[config.mk]
export PLATFORM = sky130hd
export DESIGN_NAME = div_seq_unit
export DESIGN_NICKNAME = d
export VERILOG_FILES = /design/src/rtl/div_pkg.sv /design/src/rtl/div_iter_step.sv /design/src/rtl/div_seq_unit.sv
export SDC_FILE = /design/constraint.sdc
export NUM_CORES = 1
export LEC_CHECK = 0
export BUFFER_PORTS_ARGS = -buffer_cell sky130_fd_sc_hd__buf_2
export CORE_MARGIN = 5
export CORE_UTILIZATION = 35
export DETAILED_ROUTE_END_ITERATION = 8
export GPL_ROUTABILITY_DRIVEN = 0
export PLACE_DENSITY = 0.54
export SYNTH_ARGS = -nofsm -noshare
export SYNTH_HDL_FRONTEND = slang
export SYNTH_SLANG_ARGS = --single-unit
[constraint.sdc]
create_clock -name clk -period 4.6 [get_ports clk]
set_input_delay 0.46 -clock clk [delete_from_list [all_inputs] [get_ports clk]]
set_output_delay 0.46 -clock clk [all_outputs]
set_load 0.05 [all_outputs]
[src/rtl/div_pkg.sv]
// Shared types and constants for the sequential divider.
package div_pkg;

  localparam int DIV_WIDTH = 32;
  localparam int DIV_CNT_W = $clog2(DIV_WIDTH);
  localparam logic [DIV_WIDTH-1:0] DIV_BY_ZERO_Q = '1;

  typedef enum logic [1:0] {
    IDLE = 2'd0,
    CALC = 2'd1,
    FIX  = 2'd2,
    DONE = 2'd3
  } div_state_t;

endpackage

[src/rtl/div_iter_step.sv]
// One restoring radix-2 iteration: shift the next dividend bit into the
// partial remainder and keep the difference when it does not go negative.
module div_iter_step
  import div_pkg::*;
#(
  parameter int WIDTH = DIV_WIDTH
) (
  input  logic [WIDTH:0]   r,
  input  logic [WIDTH-1:0] q,
  input  logic [WIDTH-1:0] divisor,
  output logic [WIDTH:0]   r_next,
  output logic [WIDTH-1:0] q_next
);

  logic [WIDTH+1:0] t_ext;
  logic [WIDTH+1:0] diff;
  logic             fits;

  // The top bit of r is always zero, so the extended trial value and the
  // extended difference give the sign of D without a separate comparator.
  always_comb begin
    t_ext  = {r, q[WIDTH-1]};
    diff   = t_ext - {2'b00, divisor};
    fits   = ~diff[WIDTH+1];
    r_next = fits ? diff[WIDTH:0] : t_ext[WIDTH:0];
    q_next = {q[WIDTH-2:0], fits};
  end

endmodule

[src/rtl/div_seq_unit.sv]
// Multi-cycle DIV/DIVU unit: captures operands, iterates one quotient bit
// per cycle, applies sign fix-up and strobes done for one cycle.
//
// state | meaning
// IDLE  | waiting for start
// CALC  | one restoring iteration per cycle, WIDTH cycles
// FIX   | apply result signs, load quotient/remainder
// DONE  | one-cycle done strobe; may relaunch back-to-back
module div_seq_unit
  import div_pkg::*;
#(
  parameter int WIDTH = DIV_WIDTH
) (
  input  logic             clk,
  input  logic             rst_n,
  input  logic             start,
  input  logic             is_signed,
  input  logic [WIDTH-1:0] a,
  input  logic [WIDTH-1:0] b,
  output logic             busy,
  output logic             done,
  output logic [WIDTH-1:0] quotient,
  output logic [WIDTH-1:0] remainder,
  output logic             div_by_zero
);

  localparam int CNT_W = $clog2(WIDTH);
  localparam logic [CNT_W-1:0] LAST_ITER = CNT_W'(WIDTH - 1);

  div_state_t       state, state_nxt;
  logic [CNT_W-1:0] cnt;
  logic [WIDTH:0]   r_q;
  logic [WIDTH-1:0] q_q;
  logic [WIDTH-1:0] b_mag;
  logic             neg_q, neg_r;
  logic [WIDTH:0]   r_nxt;
  logic [WIDTH-1:0] q_nxt;
  logic             accept;
  logic             b_zero;
  logic             a_neg, b_neg;
  logic [WIDTH-1:0] a_abs, b_abs;

  div_iter_step #(.WIDTH(WIDTH)) u_step (
    .r       (r_q),
    .q       (q_q),
    .divisor (b_mag),
    .r_next  (r_nxt),
    .q_next  (q_nxt)
  );

  // Operand conditioning; the magnitude of the most negative value wraps to
  // itself, which is the correct unsigned magnitude.
  always_comb begin
    accept = start && (state == IDLE || state == DONE);
    b_zero = (b == '0);
    a_neg  = is_signed & a[WIDTH-1];
    b_neg  = is_signed & b[WIDTH-1];
    a_abs  = a_neg ? (~a + 1'b1) : a;
    b_abs  = b_neg ? (~b + 1'b1) : b;
  end

  // State register.
  always_ff @(posedge clk) begin
    if (!rst_n) state <= IDLE;
    else        state <= state_nxt;
  end

  // Next-state logic; a zero divisor skips straight to DONE.
  always_comb begin
    state_nxt = state;
    case (state)
      IDLE:    if (start) state_nxt = b_zero ? DONE : CALC;
      CALC:    if (cnt == LAST_ITER) state_nxt = FIX;
      FIX:     state_nxt = DONE;
      DONE:    if (start) state_nxt = b_zero ? DONE : CALC;
               else       state_nxt = IDLE;
      default: state_nxt = IDLE;
    endcase
  end

  // Datapath, counter and registered status outputs.
  always_ff @(posedge clk) begin
    if (!rst_n) begin
      busy        <= 1'b0;
      done        <= 1'b0;
      div_by_zero <= 1'b0;
      quotient    <= '0;
      remainder   <= '0;
      cnt         <= '0;
      r_q         <= '0;
      q_q         <= '0;
      b_mag       <= '0;
      neg_q       <= 1'b0;
      neg_r       <= 1'b0;
    end else begin
      busy <= (state_nxt == CALC) || (state_nxt == FIX);
      done <= (state_nxt == DONE);
      if (accept) begin
        cnt         <= '0;
        r_q         <= '0;
        q_q         <= a_abs;
        b_mag       <= b_abs;
        neg_q       <= a_neg ^ b_neg;
        neg_r       <= a_neg;
        div_by_zero <= b_zero;
        if (b_zero) begin
          quotient  <= DIV_BY_ZERO_Q;
          remainder <= a;
        end
      end else if (state == CALC) begin
        r_q <= r_nxt;
        q_q <= q_nxt;
        cnt <= cnt + 1'b1;
      end else if (state == FIX) begin
        quotient  <= neg_q ? (~q_q + 1'b1) : q_q;
        remainder <= neg_r ? (~r_q[WIDTH-1:0] + 1'b1) : r_q[WIDTH-1:0];
      end
    end
  end

endmodule
==> results.yml, run 1 <==
yosys:
  ys.flop_type: "dfxtp_1"
  yosys.area_share.adder_pct: 4.96
  synth-edff-count: 0
  synth_compound_area_share_pct: 26.0
  synth_top_family_by_area: "compound AO/OA/AOI/OAI gates"
  ys_ff_latch: 173
  synth_simple_gate_area_share_pct: 17.2
  syn_nets: 1541
  yosysUniqueCellTypes: 58
  synthCells: 1429
  syn-cell-area_um2: 11300
  yosysWarnings: 0
  synth.area.mux_share_pct: 4.98
  avgSynthCellArea_um2: 7.88
  synth_async_sr_flop_share_pct: 0
  yosysSeqAreaShare_pct: 30.8
  synthXorXnorAreaFrac_pct: 10.9
global_routing:
  grt_pass1_vias: 9822
  antenna_found_initial: 1
  grt_max_degree: 80
  grt.overflow.total: 0
  grt_pass1_wl_um: 53900
  grt_util_all_layers_pct: 18.5
placed_design:
  dp_hpwl_um: 25100
  placement.io_buffers: 134
  post-place-ws_ns: 0.891
timing:
  timing_max_transition_violations_final: 0
  setup_viol: 0
  relSlewSlack_pct: 25.9
  worst_slew_pin_slew_ns: 1.11
  period_minus_slack_ns: 3.69
  hold_viol: 0
  fin_crit_sh_pct: 80.3
  rsz0062_at_grt: "false"
  fin_tns_setup_ns: 0
  hold_slack_ns: 0.298
  max_freq_mhz: 271
  fin_ws_ns: 0.907
  final.setup_skew_ns: 0.0122
finish:
  regArea_um2: 3460
  final_cell_mix: "173 x dfxtp_1, 134 x buf_2, 131 x a21oi_1, 128 x nor2_1, 112 x nand2_1"
  layout_commonest_cell: "dfxtp_1"
  areaGrowthSynthToFinish_pct: 14.4
  drive_above_1_share_pct: 13.3
  fillCellCount: 3285
  post-route-util_pct: 40.7
  fin_nets: 1620
  antenna-diode-count: 0
  multi_input_area_um2: 7270
floorplanning:
  die_w_um: 189
  boundaryPins: 135
  die_y_um: 189
  die_area_um2: 35900
  num_rows: 65
  start_util_pct: 35.6
  core_um2: 31600
power_and_ir_drop:
  comb_power_share_pct: 32.5
  switching_share_pct: 35.7
  p_int_mw: 3.11
  pwr-share-seq_pct: 35.4
  power_switching_mw: 1.73
  power_frac_clock_pct: 32.1
  power.leakage_nw: 5.15
  peakVddDrop_uv: 285
  p_per_area_nw_per_um2: 376
route:
  vias_per_cell: 5.45
  dr.pass1.iters: 5
  wl_per_cell_um: 17.4
  drc: 0
  drt_wl_total_um: 33400
  drtIter0Drc: 709
  ant_nets: 0
  route.vias.total: 10500
clocking:
  cts_buffers: 17
  ctsHoldBuffers: 0
  cts_tree: "built"
  clkTransAtPathRegs_ns: 0.07
  clkLatencyLatePin_ns: 0.44
  clock_path_buffers: 2
  cts-root-buf: "clkbuf_16"
  cts_sinks: 173
  post_cts_resized: 0
  htree_levels: 4
  postCtsSetupRepairBufs: 0
min_path:
  min_path_type: "input port to flop"
setup_path:
  end_kind: "flop"
  worstSetupStartpointType: "flop"
  worstSetupPathType: "flop to flop"
  ff2ff_setup_slack_ns: 0.91
  timing.rr.end: "r_q[12]"
  cp-endpoint: "r_q[12]"
  r2r_start: "r_q[11]"
  cp_max_fo: 16
  reg2reg_depth: 11
  startpoint: "r_q[11]"
  cp.required_ns: 4.89
  worstPathArrival_ns: 3.99
job:
  cap_viol_max_count: 0
status:
  status: "finished, final reports clean"
[critical path, cell delays in order (launching register included)]
cell      delay, ns
dfxtp_1        0.39
ha_1           0.43
a21oi_1        0.12
and2_1         0.16
a22oi_1        0.21
a21boi_0       0.41
a211o_1        0.24
nand2_1        0.11
xnor2_2        0.74
buf_4          0.40
mux2i_1        0.23
a21oi_1        0.09
[cell type report]
type                    instances  area share, %
flip-flops and latches        173           26.9
well taps                     402           3.90
repair buffers                149           6.08
clock buffers                  19           3.44
clock inverters                13           1.37
inverters                      65           1.90
multi-input cells            1102           56.4
[worst min path at each step]
| stage | startpoint | endpoint | slack (ns) | cells past startpoint |
|---|---|---|---|---|
| floorplan | b_mag[31] | b_mag[31] | 0.43 | 2 |
| global placement | remainder[19] | remainder[19] | 0.44 | 2 |
| detailed placement | remainder[17] | remainder[17] | 0.44 | 2 |
| CTS | b[0] | b_mag[0] | 0.28 | 3 |
| global route | b[0] | b_mag[0] | 0.30 | 3 |
| finish | b[0] | b_mag[0] | 0.30 | 3 |
[sequential cells by signal, summed over array words and instances, names as in the netlist]
signal       count
r_q             33
busy             1
neg_r            1
b_mag           32
state            2
div_by_zero      1
q_q             32
cnt              5
remainder       32
done             1
quotient        32
neg_q            1
[synth_stat cells (11+ instances only)]
cell type | count | share of area [%]
a21oi_1 | 131 | 5.8
and2_1 | 14 | 0.78
xnor2_1 | 60 | 4.7
a211oi_1 | 89 | 5.9
xor2_1 | 80 | 6.2
clkbuf_1 | 79 | 2.6
o211ai_1 | 26 | 1.7
mux2i_1 | 56 | 5.0
nand3_1 | 21 | 0.93
nor2b_1 | 12 | 0.67
o21ai_0 | 79 | 3.5
inv_1 | 64 | 2.1
nor3_1 | 44 | 2.0
nor4_1 | 17 | 0.94
a21o_1 | 16 | 1.1
nor2_1 | 132 | 4.4
ha_1 | 43 | 4.8
nand2_1 | 112 | 3.7
o31ai_1 | 34 | 2.3
or3_1 | 11 | 0.61
o41ai_1 | 15 | 1.2
dfxtp_1 | 173 | 31
[per-stage QoR]
stage | instances | instance area (um2) | power (mW)
after floorplan | 1429 | 11300 | 2.90
after global placement | 1891 | 12300 | 3.30
after detailed placement | 1891 | 12300 | 3.31
after CTS | 1923 | 12900 | 4.87
after global routing | 1923 | 12900 | 5.13
final | 1923 | 12900 | 4.84
[layer usage]
| metal | GRT usage [%] | vias up | wire (um) |
|---|---|---|---|
| met4 | 5.12 | 2 | 651 |
| met5 | 0 | - | 7 |
| met3 | 2.97 | 32 | 1810 |
| met1 | 26.6 | 4815 | 16500 |
| li1 | - | 5341 | - |
| met2 | 28.7 | 281 | 14400 |
[power groups by stage]
stage / Sequential (mW) / Clock [mW] / Combinational [mW]
global placement: 1.75 / 0 / 1.56
global route: 1.73 / 1.65 / 1.75
CTS: 1.71 / 1.59 / 1.57
finish: 1.72 / 1.55 / 1.57
floorplan: 1.71 / 0 / 1.19
detailed placement: 1.75 / 0 / 1.56
[logic make-up after synthesis]
kind of cell	Yosys count
compound gates	451
mux	56
fa+ha+maj	44
simple gates	411
buf+inv	154
flops	173
xor+xnor	140
Note: power is estimated with default switching activity, not from simulation.
==> inputs of run 2 (changes only) <==
==> constraint.sdc (replaced) <==
create_clock -name clk -period 3.4 [get_ports clk]
set_input_delay 0.34 -clock clk [delete_from_list [all_inputs] [get_ports clk]]
set_output_delay 0.34 -clock clk [all_outputs]
set_load 0.05 [all_outputs]
==> run 2 against run 1 <==
- clock power grew 25%
- worst hold slack got worse by 0.10 ns
- sequential share of layout area shrank 0.38 points
- clock skew increased by 0.0020 ns
- largest power group unchanged
==> results.yml, run 2 (same netlist as run 1, synthesis figures left out) <==
timing:
  fin_crit_sh_pct: 95.0
  period_minus_slack_ns: 3.23
  rsz0062_at_grt: "false"
  fin_ws_ns: 0.169
  worst_slew_pin_slew_ns: 1.12
  final.setup_skew_ns: 0.0142
  setup_viol: 0
  fin_tns_setup_ns: 0
  timing_max_transition_violations_final: 0
  max_freq_mhz: 309
  hold_slack_ns: 0.196
  relSlewSlack_pct: 25.6
  hold_viol: 0
placed_design:
  dp_hpwl_um: 25200
  placement.io_buffers: 134
  post-place-ws_ns: 0.180
  placed_cells: 1917
clocking:
  clock_path_buffers: 2
  clkLatencyLatePin_ns: 0.45
  ctsHoldBuffers: 0
  cts_sinks: 173
  cts_tree: "built"
  cts-root-buf: "clkbuf_16"
  htree_levels: 4
  cts_buffers: 17
  clkTransAtPathRegs_ns: 0.07
global_routing:
  grt_pass1_vias: 9810
  grt.overflow.total: 0
  grt_pass1_wl_um: 54200
  grt_max_degree: 118
  grt_util_all_layers_pct: 18.6
  antenna_found_initial: 0
route:
  route.vias.total: 10600
  ant_nets: 0
  wl_met1_um: 16500
  wl_met2_um: 14900
  vias_per_cell: 5.46
  drt_wl_total_um: 34000
  drtIter0Drc: 628
  maxUsedRoutingLayer: "met4"
  dr.pass1.iters: 5
  wl_per_cell_um: 17.4
  dr_wl_met3_um: 2080
  drc: 0
min_path:
  hold_end: "b_mag[1]"
  min_path_type: "input port to flop"
  hold_path_depth: 3
  hold_start: "b[1]"
setup_path:
  worstPathArrival_ns: 3.54
  timing.rr.end: "quotient[29]"
  ff2ff_setup_slack_ns: 0.17
  end_kind: "flop"
  worstSetupPathType: "flop to flop"
  cp_max_fo: 4
  reg2reg_depth: 9
  worstSetupStartpointType: "flop"
  cp.required_ns: 3.71
  r2r_start: "q_q[6]"
floorplanning:
  start_util_pct: 35.6
  die_w_um: 189
  boundaryPins: 135
  core_um2: 31600
  die_area_um2: 35900
  num_rows: 65
  die_y_um: 189
job:
  cap_viol_max_count: 0
finish:
  antenna-diode-count: 0
  final_cell_mix: "172 x dfxtp_1, 134 x buf_2, 131 x a21oi_1, 129 x nor2_1, 112 x nand2_1"
  fin_nets: 1646
  post-route-util_pct: 41.3
  largest_reg_flops: 33
  layout_commonest_cell: "dfxtp_1"
  stdcell_count: 1949
  drive_above_1_share_pct: 14.9
  top_register: "r_q"
  areaGrowthSynthToFinish_pct: 16.1
power_and_ir_drop:
  power.leakage_nw: 5.28
  p_per_area_nw_per_um2: 494
  peakVddDrop_uv: 415
status:
  status: "finished, final reports clean"
[run 2: cell types whose count changed in the layout (fill, tap and decap cells not counted), sizes merged]
| cell | before | now |
|---|---|---|
| inv | 70 | 69 |
| bufinv | 3 | 1 |
| clkbuf | 19 | 18 |
| clkinv | 2 | 6 |
| buf | 149 | 175 |
[run 2: worst max-delay path by stage]
stage | from | endpoint | slack [ns] | cells past startpoint
detailed placement | q_q[6] | quotient[29] | 0.18 | 9
CTS | q_q[6] | quotient[29] | 0.17 | 9
global route | r_q[26] | r_q[13] | 0.004 | 11
floorplan | r_q[5] | r_q[10] | 0.20 | 12
finish | q_q[6] | quotient[29] | 0.17 | 9
global placement | q_q[8] | quotient[29] | 0.20 | 9
[run 2: worst max-delay path: stages, from the launching register on]
cell      delay [ns]
dfxtp_1         0.32
or4_4           0.54
or3_4           0.35
or3_4           0.39
or4_4           0.45
or4_4           0.43
nand2b_4        0.18
o31ai_2         0.21
xor2_1          0.16
a21oi_1         0.07
[run 2: report_power, final]
part           internal [mW]  switching [mW]
registers               2.15           0.158
logic                  0.913            1.30
clock network           1.02           0.919
total                   4.09            2.37
[run 2: final cells by class]
class	count	area, um2
sequential	173	3460
multi-input combinational	1102	7280
inverter	65	245
fill	3303	18600
timing repair buffer	175	1020
tap	402	503
clock buffer	18	429
clock inverter	14	134
[run 2: metal layers]
| layer | vias to the layer above | GRT usage (%) |
|---|---|---|
| li1 | 5387 | - |
| met1 | 4933 | 26.9 |
| met2 | 294 | 29.0 |
| met3 | 26 | 3.21 |
| met4 | 0 | 4.23 |
| met5 | - | 0 |
[run 2: stage by stage]
stage          power (mW)  instance area (um2)
2_1_floorplan        3.92                11300
3_3_place_gp         4.53                12500
3_5_place_dp         4.53                12500
4_1_cts              6.49                13100
5_1_grt              6.84                13100
6_report             6.46                13100
[run 2: what timing repair did]
action / 4_1_cts / 5_1_grt
resized for setup: 0 / 3
setup endpoints to repair: 0 / 10
setup buffers: 0 / 0
